`config.mk`:
```
export PLATFORM = sky130hd
export DESIGN_NAME = booth_seq_mult_core_flat
export DESIGN_NICKNAME = d
export VERILOG_FILES = /design/src/rtl/booth_pkg.sv /design/src/rtl/booth_seq_mult_core_if.sv /design/src/rtl/booth_digit_recoder.sv /design/src/rtl/booth_seq_mult_core.sv /design/src/flat_wrapper.sv
export SDC_FILE = /design/constraint.sdc
export NUM_CORES = 1
export LEC_CHECK = 0
export BUFFER_PORTS_ARGS = -buffer_cell sky130_fd_sc_hd__buf_2
export CAP_MARGIN = 20
export CORE_UTILIZATION = 30
export DETAILED_ROUTE_END_ITERATION = 8
export GPL_TIMING_DRIVEN = 0
export PLACE_DENSITY = 0.48
export SYNTH_ARGS = -nofsm -noshare
export SYNTH_HDL_FRONTEND = slang
export SYNTH_SLANG_ARGS = --single-unit
export TNS_END_PERCENT = 30
```
`constraint.sdc`:
```
create_clock -name clk -period 4.8 [get_ports clk]
set_input_delay 0.96 -clock clk [delete_from_list [all_inputs] [get_ports clk]]
set_output_delay 0.96 -clock clk [all_outputs]
set_load 0.005 [all_outputs]
```
`src/rtl/booth_pkg.sv`:
```
// Shared types and constants for the sequential Booth multiplier.
// BOOTH_RADIX4_EN selects radix-4 modified Booth recoding (half the iterations).
package booth_pkg;

  localparam int unsigned DEFAULT_WIDTH = 16;

`ifdef BOOTH_RADIX4_EN
  localparam bit          RADIX4      = 1'b1;
  localparam int unsigned RECODE_BITS = 3;
`else
  localparam bit          RADIX4      = 1'b0;
  localparam int unsigned RECODE_BITS = 2;
`endif

  typedef enum logic {
    StIdle = 1'b0,
    StBusy = 1'b1
  } state_e;

  typedef enum logic [2:0] {
    DigZero   = 3'd0,
    DigPlus1  = 3'd1,
    DigMinus1 = 3'd2,
    DigPlus2  = 3'd3,
    DigMinus2 = 3'd4
  } digit_e;

  // Radix-4 retires two multiplier bits per step.
  function automatic int unsigned num_iter(int unsigned width, bit radix4);
    return radix4 ? width / 2 : width;
  endfunction

endpackage

```
`src/rtl/booth_seq_mult_core_if.sv`:
```
// Start/done multiply handshake between an initiator FSM and the Booth core.
interface booth_seq_mult_core_if #(
  parameter int unsigned WIDTH = booth_pkg::DEFAULT_WIDTH
);
  logic                 start;
  logic [WIDTH-1:0]     multiplicand;
  logic [WIDTH-1:0]     multiplier;
  logic [2*WIDTH-1:0]   product;
  logic                 done;
  logic                 busy;

  modport master (
    output start, multiplicand, multiplier,
    input  product, done, busy
  );

  modport slave (
    input  start, multiplicand, multiplier,
    output product, done, busy
  );
endinterface

```
`src/rtl/booth_digit_recoder.sv`:
```
// Maps Booth recoding bits to add/double/negate controls for one step.
// BOOTH_RADIX4_EN selects the radix-4 table; otherwise radix-2.
module booth_digit_recoder
  import booth_pkg::*;
(
  input  logic [RECODE_BITS-1:0] bits,
  output logic                   add_en,
  output logic                   sel_two,
  output logic                   negate
);

  digit_e digit;

  always_comb begin
    digit = DigZero;
`ifdef BOOTH_RADIX4_EN
    unique case (bits)
      3'b001, 3'b010: digit = DigPlus1;
      3'b011:         digit = DigPlus2;
      3'b100:         digit = DigMinus2;
      3'b101, 3'b110: digit = DigMinus1;
      default:        digit = DigZero;
    endcase
`else
    unique case (bits)
      2'b01:   digit = DigPlus1;
      2'b10:   digit = DigMinus1;
      default: digit = DigZero;
    endcase
`endif
    add_en  = (digit != DigZero);
    sel_two = (digit == DigPlus2) || (digit == DigMinus2);
    negate  = (digit == DigMinus1) || (digit == DigMinus2);
  end

endmodule

```
`src/rtl/booth_seq_mult_core.sv`:
```
// Sequential signed Booth multiplier; one operand pair per start, one-cycle done pulse.
// BOOTH_RADIX4_EN (via booth_pkg) halves latency using radix-4 recoding.
module booth_seq_mult_core
  import booth_pkg::*;
#(
  parameter int unsigned WIDTH = DEFAULT_WIDTH
) (
  input logic                   clk,
  input logic                   rst_n,
  booth_seq_mult_core_if.slave  bus
);

  localparam int unsigned NUM_ITER = num_iter(WIDTH, RADIX4);
  localparam int unsigned SHIFT    = RADIX4 ? 2 : 1;
  // Extra headroom bits keep -M and -2M representable for the most negative M.
  localparam int unsigned AW       = WIDTH + SHIFT;
  localparam int unsigned CW       = AW + WIDTH + 1;
  localparam int unsigned CNT_W    = $clog2(NUM_ITER + 1);
  localparam logic [CNT_W-1:0] LAST = CNT_W'(NUM_ITER - 1);

  state_e                state_q, state_d;
  logic [CNT_W-1:0]      cnt_q, cnt_d;
  logic [WIDTH-1:0]      m_q, m_d;
  logic [WIDTH-1:0]      q_q, q_d;
  logic [AW-1:0]         acc_q, acc_d;
  logic                  qm1_q, qm1_d;
  logic [2*WIDTH-1:0]    product_q, product_d;
  logic                  done_q, done_d;

  logic                  add_en, sel_two, negate;
  logic [RECODE_BITS-1:0] rec_bits;
  logic [AW-1:0]         m_ext, addend, sum;
  logic signed [CW-1:0]  shifted;

  assign rec_bits = {q_q[RECODE_BITS-2:0], qm1_q};

  booth_digit_recoder u_recoder (
    .bits    (rec_bits),
    .add_en  (add_en),
    .sel_two (sel_two),
    .negate  (negate)
  );

  assign m_ext   = {{SHIFT{m_q[WIDTH-1]}}, m_q};
  assign addend  = sel_two ? (m_ext << 1) : m_ext;
  assign sum     = add_en ? (negate ? acc_q - addend : acc_q + addend) : acc_q;
  assign shifted = $signed({sum, q_q, qm1_q}) >>> SHIFT;

  always_comb begin
    state_d   = state_q;
    cnt_d     = cnt_q;
    m_d       = m_q;
    q_d       = q_q;
    acc_d     = acc_q;
    qm1_d     = qm1_q;
    product_d = product_q;
    done_d    = 1'b0;
    unique case (state_q)
      StIdle: begin
        if (bus.start) begin
          m_d     = bus.multiplicand;
          q_d     = bus.multiplier;
          qm1_d   = 1'b0;
          acc_d   = '0;
          cnt_d   = '0;
          state_d = StBusy;
        end
      end
      StBusy: begin
        acc_d = shifted[CW-1 -: AW];
        q_d   = shifted[WIDTH:1];
        qm1_d = shifted[0];
        cnt_d = cnt_q + 1'b1;
        if (cnt_q == LAST) begin
          product_d = {acc_d[WIDTH-1:0], q_d};
          done_d    = 1'b1;
          state_d   = StIdle;
        end
      end
      default: state_d = StIdle;
    endcase
  end

  always_ff @(posedge clk or negedge rst_n) begin
    if (!rst_n) begin
      state_q   <= StIdle;
      cnt_q     <= '0;
      m_q       <= '0;
      q_q       <= '0;
      acc_q     <= '0;
      qm1_q     <= 1'b0;
      product_q <= '0;
      done_q    <= 1'b0;
    end else begin
      state_q   <= state_d;
      cnt_q     <= cnt_d;
      m_q       <= m_d;
      q_q       <= q_d;
      acc_q     <= acc_d;
      qm1_q     <= qm1_d;
      product_q <= product_d;
      done_q    <= done_d;
    end
  end

  assign bus.product = product_q;
  assign bus.done    = done_q;
  assign bus.busy    = (state_q == StBusy);

endmodule

```
`src/flat_wrapper.sv`:
```
// flat-port wrapper written by rule: the top's interface ports become plain ports
module booth_seq_mult_core_flat import booth_pkg::*;
#(
  parameter int unsigned WIDTH = DEFAULT_WIDTH
)
  (clk, rst_n, bus_start, bus_multiplicand, bus_multiplier, bus_product, bus_done, bus_busy);
  booth_seq_mult_core_if #(.WIDTH(WIDTH)) bus_i ();
  input logic clk;
  input logic rst_n;
  input wire logic [$bits(bus_i.start)-1:0] bus_start;
  input wire logic [$bits(bus_i.multiplicand)-1:0] bus_multiplicand;
  input wire logic [$bits(bus_i.multiplier)-1:0] bus_multiplier;
  output wire logic [$bits(bus_i.product)-1:0] bus_product;
  output wire logic [$bits(bus_i.done)-1:0] bus_done;
  output wire logic [$bits(bus_i.busy)-1:0] bus_busy;
  assign bus_i.start = bus_start;
  assign bus_i.multiplicand = bus_multiplicand;
  assign bus_i.multiplier = bus_multiplier;
  assign bus_product = bus_i.product;
  assign bus_done = bus_i.done;
  assign bus_busy = bus_i.busy;
  booth_seq_mult_core #(.WIDTH(WIDTH)) u_core (.clk(clk), .rst_n(rst_n), .bus(bus_i));
endmodule
```
==> results_dict.tcl, run 1 <==
set metrics [dict create \
    crit_type "register to register" \
    grt_overflow 0 \
    endpoint_kind "register" \
    whs_path_depth 2 \
    dpl.hpwl_mm 12.14 \
    cts_tree "built" \
    ys_async_sr_fraction_pct 100.0 \
    rsz0062_at_grt "false" \
    drtAntennaViolNets 0 \
    post_cts_resized 0 \
    fp-row-count 48 \
    antennaDiodeCount 0 \
    syn_to_final_growth_pct 17.64 \
    final_cell_mix "161 x nand2_1, 88 x dfrtp_1, 72 x buf_2, 51 x o21ai_0, 42 x a21oi_1" \
    grt_use_total_pct 18.89 \
    nets 773 \
    die_y_um 136.0 \
    regArea_mm2 0.002202 \
    final_common_cell "nand2_1" \
    stdcell_count 945 \
    syn-instance-count 636 \
    initial_core_util_pct 30.95 \
    p_int_mw 2.936 \
    initialDrtViolationCount 292 \
    p_sw_mw 2.671 \
    synthFlopType "dfrtp_1" \
    reg2reg_setup_slack_ns 0.45 \
    skew_ns 0.008021 \
    cts_made_buffers 9 \
    path_max_fanout 9 \
    first_pass_iters 5 \
    setup.worst_path.start_class "register" \
    insertion_delay_ns 0.36 \
    setup_tns_ns 0 \
    yosys.area.top_type "dfrtp_1" \
    nFillCells 1840 \
    clock_path_buffers 2 \
    worstMarginPinSlew_ns 0.7599 \
    io_buffers 67 \
    yosysWarnings 0 \
    p_total_mw 5.607 \
    hold_buffers 0 \
    post-route-period-util_pct 90.70 \
    clockPowerShare_pct 13.4 \
    fin_worst_hold_slack_ns 0.4767 \
    routed_via_density 5.190 \
    grt_pass1_wl_mm 26.46 \
    timing.rr.end "u_core.bus.product[31]$_DFFE_PN0P_" \
    ios 69 \
    clock_sinks 88 \
    whs_endpoint "u_core.bus.product[7]$_DFFE_PN0P_" \
    syn_area_mm2 0.005390 \
    clk_pin_slew_ns 0.06 \
    r2r-start "u_core.qm1_q$_DFFE_PN0P_" \
    globalplace.congestion 0.8606 \
    critPathMaxStageDelay_ns 0.55 \
    critPathArrivalTime_ns 4.60 \
    min_period_ns 4.353 \
    maxCapViolCount 0 \
    antenna_found_initial 0 \
    grt_pass1_vias 4894 \
    ctsRootBufferMaster "clkbuf_16" \
    htree_levels 3 \
    hp-class "register to register" \
    cp_slowest_cell "a2111o_1" \
    synth_seq_cells 88 \
    die_area_mm2 0.01851 \
    leakagePower_nw 3.099 \
    multi_input_area_mm2 0.002913 \
    fp.coreArea_mm2 0.01742 \
    worst-path-buf-inv 1 \
    p_sw_share_pct 47.64 \
    dp.cells 929 \
    vias 4905 \
    drive_gt1_share_pct 15.56 \
    synth_area_per_cell_um2 8.475 \
    hp-start "u_core.bus.product[7]$_DFFE_PN0P_" \
    cts_setup_buffers 0 \
    reg2regPathDepth 15 \
    drc 0 \
    synth_nets 694 \
    max_slew_margin_pct 49.15 \
    pwr-share-comb_pct 61.4 \
    hold_violations 0 \
    required_ns 5.04 \
    grt_max_degree 66 \
    synth_top_cell_area_share_pct 40.85 \
    fmax_mhz 229.7 \
    routed_wl_mm 16.49 \
    crit_chain "inv_1 > ha_1 > nand2_1 > a2111o_1 > nor4_1 > a2111oi_0 > a221oi_1 > ha_1 > a21oi_1 > o21ai_0 > a221o_1 > a31oi_4 > xor2_2 > mux2i_1 > a211o_1" \
    peakVddDrop_mv 0.2809 \
    p_seq_share_pct 25.2 \
    synth_cell_type_count 63 \
    synth_edf_count 0 \
    outcome "finished, final reports clean" \
    cpMostUsedCell "ha_1" \
    yosys-top-cells-area "dfrtp_1 41%, nand2_1 11%, mux2i_1 5.4%, ha_1 5.1%, o21ai_0 4.7%" \
    p_per_area_mw_per_mm2 884.2 \
    yosysSeqAreaShare_pct 40.85 \
    slew_viol_final 0 \
    finalSetupViolCount 0 \
    die_w_um 136.0 \
    final_util_pct 36.41 \
    wl_per_cell_um 17.44 \
    critical-path-top-delay-family "compound AO/OA/AOI/OAI gates" \
]
==> cells in the mapped netlist (6+ instances only) <==
master    count
o21ai_0      51
and3_1       17
ha_1         22
clkbuf_1     24
nor3_1       10
a21o_1        7
a21oi_1      42
xor2_1        9
nor2_1       23
dfrtp_1      88
nand2_1     161
inv_1        21
buf_2         6
mux2i_1      29
nand3_1      13
o21a_1        7
a31oi_1      12
==> worst max path at each step <==
stage	startpoint	endpoint	slack, ns	cells past startpoint
6_report	u_core.qm1_q$_DFFE_PN0P_	u_core.bus.product[31]$_DFFE_PN0P_	0.45	15
5_1_grt	u_core.qm1_q$_DFFE_PN0P_	u_core.bus.product[31]$_DFFE_PN0P_	0.09	15
4_1_cts	u_core.qm1_q$_DFFE_PN0P_	u_core.bus.product[31]$_DFFE_PN0P_	0.45	15
3_5_place_dp	u_core.qm1_q$_DFFE_PN0P_	u_core.bus.product[31]$_DFFE_PN0P_	0.49	15
3_3_place_gp	u_core.qm1_q$_DFFE_PN0P_	u_core.bus.product[31]$_DFFE_PN0P_	0.56	15
2_1_floorplan	u_core.qm1_q$_DFFE_PN0P_	u_core.bus.product[31]$_DFFE_PN0P_	1.02	18
==> per-layer routing <==
metal | wire length (um) | share of wire, % | GRT usage [%] | vias to the layer above
met4 | 435 | 2.6 | 8.765 | 0
met1 | 7522 | 46 | 24.67 | 2359
met3 | 816 | 4.9 | 3.207 | 28
li1 | - | - | - | 2373
met5 | 0 | 0 | 0 | -
met2 | 7709 | 47 | 30.32 | 145
==> per-stage QoR <==
stage | area (um^2) | setup slack, ns
3_3_place_gp | 6007 | 0.5618
4_1_cts | 6341 | 0.4479
6_report | 6341 | 0.4465
3_5_place_dp | 6037 | 0.4879
2_1_floorplan | 5390 | 1.017
5_1_grt | 6341 | 0.08692
==> cell type report <==
type / count / area share [%]
plain buffers: 42 / 3.098
clock buffers: 10 / 3.769
clock inverters: 6 / 1.026
inverters: 21 / 1.243
multi-input cells: 485 / 45.94
flip-flops and latches: 88 / 34.73
well taps: 225 / 4.440
repair buffers: 68 / 5.762
==> power groups by stage <==
stage          registers [mW]  logic (mW)  clock network [mW]
3_5_place_dp             1.42        3.41                   0
6_report                 1.41        3.44               0.749
3_3_place_gp             1.42        3.38                   0
2_1_floorplan            1.35        2.50                   0
4_1_cts                  1.42        3.44               0.769
5_1_grt                  1.46        3.86               0.790
==> logic make-up after synthesis <==
family / share of synthesized area (%)
buffers and inverters: 5.107
XOR/XNOR: 2.577
multiplexers: 6.221
AO/OA/AOI/OAI: 18.38
adder cells (fa/ha/maj): 5.478
AND/OR/NAND/NOR: 21.38
flip-flops: 40.85
==> worst reg2reg max path, delay by kind of cell (launching register included) <==
family	cells	cell delay, ns
xor+xnor	1	0.20
buf+inv	1	0.11
compound gates	8	2.20
simple gates	2	0.69
mux	1	0.10
flops	1	0.38
fa+ha+maj	2	0.56
==> flip-flops by register name, summed over array words and instances (netlist names) <==
name,count
u_core.cnt_q,5
u_core.bus.product,32
u_core.bus.done,1
u_core.m_q,16
u_core.q_q,16
u_core.bus.busy,1
u_core.qm1_q,1
u_core.acc_q,16
Note: power is estimated with default switching activity, not from simulation.
==> run 2: changes to the inputs <==
Settings changed: RECOVER_POWER set to 50.
Clock period 4.8 ns to 4.2 ns, I/O delays scaled along.
==> results_dict.tcl, run 2 (same netlist as run 1, synthesis figures left out) <==
set metrics [dict create \
    hold_violations 0 \
    critPathArrivalTime_ns 4.30 \
    htree_levels 3 \
    nets 778 \
    antenna_found_initial 0 \
    drtAntennaViolNets 0 \
    clock_sinks 88 \
    initialDrtViolationCount 366 \
    grt_pass1_wl_mm 26.47 \
    routed_via_density 5.175 \
    slew_viol_final 66 \
    initial_core_util_pct 30.95 \
    setup.worst_path.start_class "register" \
    leakagePower_nw 3.116 \
    die_y_um 136.0 \
    endpoint_kind "register" \
    io_buffers 67 \
    grt_overflow 0 \
    grt_pass1_vias 4900 \
    cts_made_buffers 9 \
    grt_use_total_pct 18.91 \
    routed_wl_mm 16.66 \
    final_cell_area_mm2 0.006396 \
    timing.rr.end "u_core.bus.product[31]$_DFFE_PN0P_" \
    first_pass_iters 7 \
    final_common_cell "nand2_1" \
    outcome "finished, violations left" \
    post-route-period-util_pct 96.59 \
    fp-row-count 48 \
    place_area_mm2 0.006037 \
    ctsRootBufferMaster "clkbuf_16" \
    peakVddDrop_mv 0.3216 \
    die_area_mm2 0.01851 \
    syn_to_final_growth_pct 18.66 \
    final_cell_mix "160 x nand2_1, 87 x dfrtp_1, 68 x buf_2, 51 x o21ai_0, 42 x a21oi_1" \
    dpl.hpwl_mm 12.14 \
    p_total_mw 6.508 \
    ios 69 \
    largest_register_ffs 32 \
    clock_path_buffers 2 \
    nFillCells 1844 \
    die_w_um 136.0 \
    crit_chain "inv_1 > ha_2 > nand2_4 > a2111o_1 > and4b_2 > nand2b_1 > o21a_1 > mux2i_1 > a21oi_1 > ha_1 > buf_6 > a21o_1 > a21o_1 > a221o_1 > a31oi_4 > xor2_2 > mux2i_1 > a211o_1" \
    vias 4916 \
    pwr-share-comb_pct 61.9 \
    reg2regPathDepth 18 \
    min_period_ns 4.057 \
    drive_gt1_share_pct 16.83 \
    crit_type "register to register" \
    hold_buffers 0 \
    path_max_fanout 10 \
    endpoint "u_core.bus.product[31]$_DFFE_PN0P_" \
    cts_tree "built" \
    p_per_area_mw_per_mm2 1018 \
    clockPowerShare_pct 13.2 \
    antennaDiodeCount 0 \
    globalplace.congestion 0.8606 \
    p_seq_share_pct 24.9 \
    wl_per_cell_um 17.53 \
    p_int_mw 3.418 \
    r2r-start "u_core.q_q[0]$_DFFE_PN0P_" \
    final_util_pct 36.72 \
    fp.coreArea_mm2 0.01742 \
    reg2reg_setup_slack_ns 0.14 \
    worstMarginPinSlew_ns 1.703 \
    required_ns 4.44 \
    cp_slowest_cell "a2111o_1" \
    hp-class "register to register" \
    max_slew_margin_pct -13.56 \
    finalSetupViolCount 0 \
    whs_path_depth 2 \
    rsz0062_at_grt "true" \
    maxCapViolCount 1 \
    insertion_delay_ns 0.36 \
    critPathMaxStageDelay_ns 0.49 \
    grt_max_degree 66 \
    skew_ns 0.007677 \
    clk_pin_slew_ns 0.07 \
    worst_slack_ns 0.1434 \
    setup_tns_ns 0 \
    startpoint "u_core.q_q[0]$_DFFE_PN0P_" \
    fmax_mhz 246.5 \
    p_sw_share_pct 47.49 \
    violations "max-capacitance violations, max-slew violations" \
    place_worst_setup_slack_ns -0.1121 \
    drc 0 \
    p_sw_mw 3.090 \
]
## run 2: cell types whose count changed in the layout (fill, tap and decap cells not counted), sizes merged
cell | previous run | this run
buf | 85 | 84
clkbuf | 35 | 41
## run 2: what timing repair did
action,4_1_cts,5_1_grt
gates cloned,0,0
gates resized for setup,3,11
setup endpoints to repair,3,4
buffers inserted,0,5
pin swaps,1,5
## run 2: power by group through the flow
stage | clock network [mW] | logic, mW | registers, mW
floorplan | 0 | 2.86 | 1.54
global placement | 0 | 3.86 | 1.62
detailed placement | 0 | 3.90 | 1.63
CTS | 0.879 | 3.93 | 1.62
global route | 0.903 | 4.51 | 1.68
finish | 0.857 | 4.03 | 1.62
## run 2: cell type report
cell class	instances	area, um^2	area share, %
multi-input cells	485	2958	46.24
flip-flops and latches	88	2203	34.45
repair buffers	73	371.6	5.810
well taps	225	281.5	4.401
clock buffers	10	239.0	3.736
plain buffers	42	198.9	3.110
inverters	21	78.83	1.232
clock inverters	6	65.06	1.017
## run 2: worst min path at each step
stage,from,end
2_1_floorplan,u_core.q_q[15]$_DFFE_PN0P_,u_core.bus.product[14]$_DFFE_PN0P_
3_3_place_gp,u_core.bus.product[4]$_DFFE_PN0P_,u_core.bus.product[4]$_DFFE_PN0P_
3_5_place_dp,u_core.bus.product[7]$_DFFE_PN0P_,u_core.bus.product[7]$_DFFE_PN0P_
4_1_cts,rst_n,u_core.m_q[8]$_DFFE_PN0P_
5_1_grt,u_core.bus.product[13]$_DFFE_PN0P_,u_core.bus.product[13]$_DFFE_PN0P_
6_report,u_core.bus.product[21]$_DFFE_PN0P_,u_core.bus.product[21]$_DFFE_PN0P_
## run 2: layer usage
layer / track usage (%) / up-vias / wire, um
li1: - / 2383 / -
met1: 24.67 / 2370 / 7574
met3: 3.207 / 22 / 811
met5: 0 / - / 0
met2: 30.37 / 141 / 7911
met4: 8.765 / 0 / 361
## run 2: stage by stage
step | cells | hold slack [ns]
3_3_place_gp | 928 | 0.4559
4_1_cts | 945 | 0.4056
6_report | 950 | 0.4781
3_5_place_dp | 929 | 0.4568
2_1_floorplan | 636 | 0.4534
5_1_grt | 950 | 0.4925
## run 2: worst max-delay path, delay by kind of cell, from the launching register on
family          cells  cell delay (ns)
fa+ha+maj           2             0.52
mux                 2             0.22
simple gates        3             0.53
xor+xnor            1             0.21
compound gates      8             1.81
flops               1             0.43
buf+inv             2             0.20
